## src/rtl/vc_out_scheduler.sv

```systemverilog
// Output-port scheduler: per-VC wormhole lock with round-robin head arbitration,
// fixed highest-VC priority across VCs, and per-VC downstream credit tracking.
module vc_out_scheduler #(
    parameter int unsigned NUM_IN     = 4,
    parameter int unsigned NUM_VC     = 2,
    parameter int unsigned CRED_DEPTH = 4,
    localparam int unsigned CW        = $clog2(CRED_DEPTH + 1),
    localparam int unsigned VW        = (NUM_VC > 1) ? $clog2(NUM_VC) : 1,
    localparam int unsigned IW        = (NUM_IN > 1) ? $clog2(NUM_IN) : 1
) (
    input  logic                     clk,
    input  logic                     arst,
    input  logic [NUM_VC*NUM_IN-1:0] req_i,
    input  logic [NUM_IN-1:0]        head_i,
    input  logic [NUM_IN-1:0]        tail_i,
    input  logic                     out_ready_i,
    input  logic [NUM_VC-1:0]        cred_ret_i,
    output logic [NUM_VC*NUM_IN-1:0] grant_o,
    output logic [VW-1:0]            vc_sel_o,
    output logic                     fire_o,
    output logic [NUM_VC-1:0]        lock_o,
    output logic [NUM_VC*CW-1:0]     credit_o,
    output logic                     err_o
);

    if (NUM_VC < 2) begin : g_bad_num_vc
        $error("vc_out_scheduler: NUM_VC must be at least 2");
    end

    typedef enum logic {
        IDLE   = 1'b0,
        LOCKED = 1'b1
    } vc_state_e;

    vc_state_e         state_q  [NUM_VC];
    vc_state_e         state_d  [NUM_VC];
    logic [IW-1:0]     owner_q  [NUM_VC];
    logic [IW-1:0]     owner_d  [NUM_VC];
    logic [IW-1:0]     ptr_q    [NUM_VC];
    logic [IW-1:0]     ptr_d    [NUM_VC];
    logic [CW-1:0]     credit_q [NUM_VC];
    logic [CW-1:0]     credit_d [NUM_VC];
    logic              err_q;
    logic              err_d;

    logic              has_cand [NUM_VC];
    logic [IW-1:0]     cand_in  [NUM_VC];
    logic [NUM_VC-1:0] elig;
    logic              any_win;
    logic [VW-1:0]     win_vc;
    logic [IW-1:0]     win_in;
    logic              fire;

    // Per-VC candidate: owner while locked, else first head request from the pointer
    always_comb begin
        int unsigned idx;
        idx = 0;
        for (int v = 0; v < NUM_VC; v++) begin
            has_cand[v] = 1'b0;
            cand_in[v]  = '0;
            if (state_q[v] == LOCKED) begin
                if (req_i[32'(v) * NUM_IN + 32'(owner_q[v])]) begin
                    has_cand[v] = 1'b1;
                    cand_in[v]  = owner_q[v];
                end
            end else begin
                for (int k = 0; k < NUM_IN; k++) begin
                    idx = (32'(ptr_q[v]) + 32'(k)) % NUM_IN;
                    if (!has_cand[v] && req_i[32'(v) * NUM_IN + idx] && head_i[idx]) begin
                        has_cand[v] = 1'b1;
                        cand_in[v]  = IW'(idx);
                    end
                end
            end
            elig[v] = has_cand[v] && (credit_q[v] != '0);
        end
    end

    // Highest eligible VC wins; later iterations override lower VCs
    always_comb begin
        any_win = 1'b0;
        win_vc  = '0;
        win_in  = '0;
        if (!arst) begin
            for (int v = 0; v < NUM_VC; v++) begin
                if (elig[v]) begin
                    any_win = 1'b1;
                    win_vc  = VW'(v);
                    win_in  = cand_in[v];
                end
            end
        end
    end

    assign fire = any_win && out_ready_i;

    always_comb begin
        grant_o = '0;
        if (any_win) begin
            grant_o[32'(win_vc) * NUM_IN + 32'(win_in)] = 1'b1;
        end
    end

    assign vc_sel_o = win_vc;
    assign fire_o   = fire;
    assign err_o    = err_q && !arst;

    always_comb begin
        for (int v = 0; v < NUM_VC; v++) begin
            lock_o[v]                = (state_q[v] == LOCKED) && !arst;
            credit_o[v*CW +: CW]     = arst ? CW'(CRED_DEPTH) : credit_q[v];
        end
    end

    // Next-state: lock FSM, owner, pointer and credit per VC
    always_comb begin
        logic sel_fire;
        logic win_head;
        logic win_tail;
        sel_fire = 1'b0;
        win_head = head_i[win_in];
        win_tail = tail_i[win_in];
        err_d    = err_q;
        for (int v = 0; v < NUM_VC; v++) begin
            state_d[v]  = state_q[v];
            owner_d[v]  = owner_q[v];
            ptr_d[v]    = ptr_q[v];
            credit_d[v] = credit_q[v];

            sel_fire = fire && (win_vc == VW'(v));

            case (state_q[v])
                IDLE: begin
                    if (sel_fire && win_head && !win_tail) begin
                        state_d[v] = LOCKED;
                        owner_d[v] = win_in;
                    end
                end
                LOCKED: begin
                    if (sel_fire && win_tail) begin
                        state_d[v] = IDLE;
                    end else if (sel_fire && win_head) begin
                        owner_d[v] = win_in;
                    end
                end
                default: state_d[v] = IDLE;
            endcase

            if (sel_fire && win_tail) begin
                ptr_d[v] = (win_in == IW'(NUM_IN - 1)) ? '0 : win_in + IW'(1);
            end

            // Fire and return on the same VC cancel; a return at full depth is an overflow
            if (sel_fire && !cred_ret_i[v]) begin
                credit_d[v] = credit_q[v] - CW'(1);
            end else if (!sel_fire && cred_ret_i[v]) begin
                if (credit_q[v] == CW'(CRED_DEPTH)) begin
                    err_d = 1'b1;
                end else begin
                    credit_d[v] = credit_q[v] + CW'(1);
                end
            end
        end
    end

    always_ff @(posedge clk) begin
        if (arst) begin
            for (int v = 0; v < NUM_VC; v++) begin
                state_q[v]  <= IDLE;
                owner_q[v]  <= '0;
                ptr_q[v]    <= '0;
                credit_q[v] <= CW'(CRED_DEPTH);
            end
            err_q <= 1'b0;
        end else begin
            for (int v = 0; v < NUM_VC; v++) begin
                state_q[v]  <= state_d[v];
                owner_q[v]  <= owner_d[v];
                ptr_q[v]    <= ptr_d[v];
                credit_q[v] <= credit_d[v];
            end
            err_q <= err_d;
        end
    end

endmodule

```

## config.mk

```make
export PLATFORM = sky130hd
export DESIGN_NAME = vc_out_scheduler
export DESIGN_NICKNAME = d
export VERILOG_FILES = /design/src/rtl/vc_out_scheduler.sv
export SDC_FILE = /design/constraint.sdc
export NUM_CORES = 1
export LEC_CHECK = 0
export CORE_MARGIN = 5
export CORE_UTILIZATION = 45
export CTS_CLUSTER_SIZE = 28
export DETAILED_ROUTE_END_ITERATION = 8
export HOLD_SLACK_MARGIN = 0.03
export PLACE_DENSITY = 0.83
export SETUP_SLACK_MARGIN = 0.2
export SYNTH_ARGS = -nofsm -noshare
export SYNTH_HDL_FRONTEND = slang
export SYNTH_SLANG_ARGS = --single-unit
```

## constraint.sdc

```tcl
create_clock -name clk -period 3.7 [get_ports clk]
set_input_delay 0.74 -clock clk [delete_from_list [all_inputs] [get_ports clk]]
set_output_delay 0.74 -clock clk [all_outputs]
set_load 0.01 [all_outputs]
```

## After elaboration in Yosys (flattened, before gate mapping)

Memories as Yosys holds them, arrays and structs flattened.
Index checks and enable logic that the tools add are counted.

| operators by class | value |
|---|---|
| add/subtract/negate cells | 17 |
| $lt $le $gt $ge | 21 |
| equal/unequal tests | 3 |
| muxes and demuxes | 123 |
| bitwise logic cells | 11 |
| reductions and logical operators | 47 |

Operators by type and width:

| kind | number |
|---|---|
| two-way mux 1 bit | 59 |
| two-way mux 2 bit | 28 |
| logical AND 1 bit | 33 |
| binary-select mux 1 bit (select 2 bit) | 15 |
| two-way mux 3 bit | 10 |
| less-than comparator 2 x 3 -> 1 bit (second input constant) | 9 |
| less-than comparator 4 bit (second input constant) | 6 |
| adder 3 x 2 -> 4 bit (first input constant) | 5 |
| less-than comparator 2 x 4 -> 1 bit (second input constant) | 5 |
| binary-select mux 1 bit (select 3 bit) | 5 |
| zero test 1 bit | 12 |
| adder 2 bit (second input constant) | 4 |
| two-way mux 8 bit | 1 |
| bitwise OR 1 bit | 8 |
| case mux 2 bit (2 select lines) | 2 |
| adder 2 x 1 -> 2 bit (second input constant) | 3 |
| adder 3 x 1 -> 3 bit (second input constant) | 2 |
| == test 3 bit (second input constant) | 2 |
| nonzero test 3 bit | 2 |
| subtractor 3 x 1 -> 3 bit (second input constant) | 2 |
| adder 3 x 2 -> 4 bit | 1 |
| >= comparator 4 x 1 -> 1 bit (second input constant) | 1 |
| case mux 1 bit (2 select lines) | 2 |
| demux 1 bit (select 3 bit) | 1 |
| 2 further kinds | 4 |

| word-level totals | value |
|---|---|
| register bits after elaboration | 1 |
| memory bits (writable) | 16 |
| input bits | 21 |
| output and inout bits | 19 |
| logic and storage cells | 227 |
| memories | 4 |

Memories:

| memory | words | width | read ports | clocked after memory_dff | write ports | line | text |
|---|---|---|---|---|---|---|---|
| credit_q | 2 | 3 | 2 | 0 | 2 | 41 | `logic [CW-1:0] credit_q [NUM_VC];` |
| owner_q | 2 | 2 | 2 | 0 | 2 | 37 | `logic [IW-1:0] owner_q [NUM_VC];` |
| ptr_q | 2 | 2 | 2 | 0 | 2 | 39 | `logic [IW-1:0] ptr_q [NUM_VC];` |
| state_q | 2 | 1 | 2 | 0 | 2 | 35 | `vc_state_e state_q [NUM_VC];` |

## Logic depth before layout (Yosys ltp)

| logic depth | value |
|---|---|
| depth after elaboration | 33 |
| gate-level depth with buffers | 14 |
| gate-level depth less buffers | 12 |

## Worst setup path after synthesis

OpenSTA, ideal clock, no wires.

| path | value |
|---|---|
| kind | input to register |
| start | in req_i[5] |
| end | mem credit_q[0][5] in the netlist's numbering |
| arrival | 3.421 ns |
| data required time | 3.573 ns |
| path slack | 0.152 ns |
| stages | 14 |
| path buffers | 2 |
| cells stage by stage | mux4_2 nor2_1 or3_1 buf_6 or2_4 inv_2 and2_1 buf_2 ha_1 inv_1 fa_1 xor2_1 o31a_1 or3_1 |

RTL lines:

| item | line | text |
|---|---|---|
| start, declared | 13 | `input logic [NUM_VC*NUM_IN-1:0] req_i,` |
| end, declared | 41 |  |

## Final worst setup path

| path | value |
|---|---|
| start | in req_i[2] |
| end | out grant_o[2] |

| on the way | value |
|---|---|
| word-level cells in the longest chain between the ends | 30 |
| elaborated cells between the ends (all ways) | 87 |

Ends and longest elaborated chain:

| item | line | text |
|---|---|---|
| binary-select mux 1 bit (select 2 bit) | 69 | `if (!has_cand[v] && req_i[32'(v) * NUM_IN + idx] && head_i[idx]) begin` |
| two-way mux 1 bit (not written as such) | 69 |  |
| logical AND 1 bit | 69 |  |
| two-way mux 1 bit | 69 |  |
| two-way mux 1 bit | 61 | `if (state_q[v] == LOCKED) begin` |
| zero test 1 bit | 69 |  |
| logical AND 1 bit (2 in a row) | 69 |  |
| two-way mux 1 bit | 69 |  |
| [12 not listed] | n/a |  |
| two-way mux 2 bit (2 in a row) | 86 | `if (elig[v]) begin` |
| two-way mux 2 bit | 84 | `if (!arst) begin` |
| adder 3 x 2 -> 4 bit | 100 | `grant_o[32'(win_vc) * NUM_IN + 32'(win_in)] = 1'b1;` |
| >= comparator 4 x 1 -> 1 bit (not written as such) / less-than comparator 4 bit (equally long branches) | 100 |  |
| logical AND 1 bit (not written as such) | 100 |  |
| two-way mux 1 bit (not written as such) | 100 |  |
| demux 1 bit (select 3 bit) | 100 |  |
| two-way mux 8 bit (*) | 99 | `if (any_win) begin` |
| end, declared | 18 | `output logic [NUM_VC*NUM_IN-1:0] grant_o,` |

Every way passes the cells marked *; elsewhere a longest branch is shown, timed or not. The select of a mux whose other input is x is not followed.

==> metrics.md <==
| Metric | Value |
|---|---|
| Status | completed |
| Crit path max fanout | 4 |
| Router iterations before antenna repair | 4 |
| Pwr dens | 244 mW/mm^2 |
| RSZ-0062 raised after global routing | false |
| Clock skew | 0.00470 ns |
| Fraction of registers with async set/reset | 0% |
| Vias per Instance | 5.73 |
| Final Hold Violating Endpoints | 0 |
| Fin nets | 312 |
| Die ar. | 0.00483 mm^2 |
| H-tree depth | 1 |
| Relative slew slack | 69.9% |
| Commonest non-fill, non-tap cell in the layout | buf_4 |
| Initial Util | 47.0% |
| Vias in the first global route | 1787 |
| HP Class | flop to flop |
| Stages on the worst setup path | 11 |
| Slowest-stage cell, CP | clkdlybuf4s50_1 |
| CTS hold repair buffers | 0 |
| Crit path largest cell delay | 0.49 ns |
| Startpoint Class | input pin |
| Chip Width | 69.5 um |
| Post-Syn Area | 0.00159 mm^2 |
| Slew Limit Fails | 0 |
| Yosys warns | 0 |
| Gr usage total | 20.6% |
| CP required | 2.96 ns |
| First-pass GRT wire length | 8.32 mm |
| Syn Nets | 233 |
| CP bufs+invs | 4 |
| Worst skew pair latency | 0.29 ns |
| CTS Sinks | 17 |
| Setup CP Type | input pin to output port |
| CTS buffer count | 3 |
| Area contributors post-synth | dfxtp_1 21%, nor2_1 6.8%, nand2_1 4.5% |
| Clock period minus worst slack | 3.45 ns |
| Multi-input logic area | 0.00123 mm^2 |
| Root Buffer | clkbuf_4 |
| Share of layout cells above drive strength 1 | 27.6% |
| RR Endpoint | credit_q[0][5] |
| Final WS setup | 0.251 ns |
| HPWL after detailed placement | 3.92 mm |
| Chain of cells forming the critical path | clkdlybuf4s50_1 -> buf_4 -> nand2_1 -> o221ai_2 -> a211oi_2 -> o211ai_1 -> a21o_1 -> buf_6 -> nand2_1 -> nor2_1 -> buf_2 |
| Seq/Total Area, Yosys | 21.4% |
| Ys flop type | dfxtp_1 |
| CP startpoint | req_i[2] |
| Critical path endpoint category | output port |
| Maximum clock rate | 0.290 GHz |
| DRT antenna net count | 0 |
| Number of synthesized flops with an enable pin | 0 |
| Maxcap violations | 0 |
| Setup Slack @ Placement | -0.276 ns |
| Cell mode on critical path | nand2_1 |
| Filler cells | 263 |
| Reg2reg setup slack | 0.62 ns |
| Crit path to | grant_o[2] |
| Worst r2r src | owner_q[0][2] |
| Ports | 40 |
| Clk buf depth | 2 |
| Syn Inst Count | 208 |
| Clk slew on worst S/H paths | 0.10 ns |
| Crit path arrival time | 2.71 ns |
| FF+latch area | 340 um^2 |
| Global route total overflow | 0 |
| Largest net degree at the start of global routing | 22 |
| Routed WL per cell | 15.9 um |
| Reg2Reg Depth | 12 |
| Area leader, netlist | dfxtp_1 |
| CP top delay family | buffers and inverters |
| Tcrit/Tclk final | 93.2% |
| Gpl congestion | 0.911 |
| DR DRC count | 0 |
| Setup violators final | 0 |
| DR iter-0 viols | 198 |
| Layout area overhead | 49.2% |
| Core ar. | 0.00339 mm^2 |
| DRT Wirelength | 5.27 mm |
| CTS tree | yes |
| FF+latch count, synth | 17 |
| Leakage power | 1.00 nW |
| Netlist cell types | 56 |
| Row Count | 21 |
| Diode count | 0 |
| Initial antenna violation count | 0 |
| Via Count | 1903 |
| Most frequent cells in the layout | 41 x buf_4, 29 x nor2_1, 19 x nand2_1 |
| IO Port Bufs | 39 |
| Total power draw | 0.000580 W |
| Synth Area per Inst | 7.66 um^2 |
| Yosys top cell area share | 21.4% |
| Worst-case vdd ir drop | 0.000150 V |
| Worst Max-Slew Pin Slew | 0.450 ns |
| DIE HEIGHT | 69.5 um |
## what timing repair did
| item | in CTS | in global routing |
|---|---|---|
| gates cloned | 0 | 0 |
| setup buffers | 5 | 0 |
| pin swaps | 10 | 4 |
| endpoints found under the setup margin | 13 | 8 |
| resized for setup | 43 | 9 |
## power by group
| part | internal, W | switching (W) | total (W) |
|---|---|---|---|
| sequential | 0.000191 | 0.0000115 | 0.000203 |
| clock | 0.0000420 | 0.0000567 | 0.0000987 |
| combinational | 0.000147 | 0.000131 | 0.000279 |
## sequential cells by signal, summed over array words and instances (netlist names)
register,count
err_q,1
owner_q,4
credit_q,6
state_q,2
ptr_q,4
## tightest hold or removal path, delay by kind of cell, from the launching register on
family	cells	cell delay [ns]
AO/OA/AOI/OAI	1	0.06
flip-flops	1	0.36
AND/OR/NAND/NOR	1	0.08
## per-layer routing
| metal | GRT usage (%) | routed length [um] |
|---|---|---|
| met1 | 27.6 | 2190 |
| met2 | 34.1 | 2550 |
| met3 | 3.62 | 476 |
| met4 | 4.99 | 54 |
| met5 | 0 | 0 |
## metrics by stage
stage          utilization (%)  cells  area [um^2]  hold slack, ns  setup TNS (ns)
2_1_floorplan                -    208         1610           0.471               0
3_3_place_gp              67.9    323         2300           0.496           -2.14
3_5_place_dp              67.9    323         2300           0.519           -2.39
4_1_cts                   69.4    332         2350           0.535               0
5_1_grt                   70.2    332         2380           0.572               0
6_report                  70.2    332         2380           0.538               0
## worst min-delay path by stage
stage / slack [ns] / to / from / cells after the start
global route: 0.57 / err_q / credit_q[0][2] / 2
finish: 0.54 / err_q / credit_q[0][2] / 2
global placement: 0.50 / owner_q[0][3] / owner_q[0][3] / 2
detailed placement: 0.52 / owner_q[0][3] / owner_q[0][3] / 2
floorplan: 0.47 / owner_q[0][3] / owner_q[0][3] / 2
CTS: 0.54 / owner_q[0][3] / owner_q[0][3] / 2
## cell usage after synthesis, types with 4 or more instances
master    count
a21oi_1      11
and2_1        7
clkbuf_1      4
dfxtp_1      17
inv_1         9
mux2i_1       6
nand2_1      19
nand2b_1      8
nand3_1       4
nor2_1       29
nor2b_1       6
nor3_1        7
o21ai_0       6
o22ai_1       5
## cell families after synthesis
kind of cell	share of synthesized area, %
adder cells (fa/ha/maj)	4.08
buffers and inverters	5.02
AO/OA/AOI/OAI	23.5
XOR/XNOR	2.20
multiplexers	11.9
flip-flops	21.4
AND/OR/NAND/NOR	31.9
## final cells by class
class	count	area share (%)
Multi-Input combinational cell	172	51.9
Timing Repair Buffer	82	28.6
Sequential cell	17	14.3
Tap cell	46	2.42
Inverter	11	1.74
Clock buffer	4	1.10
Power figures use the tool's default switching activity.
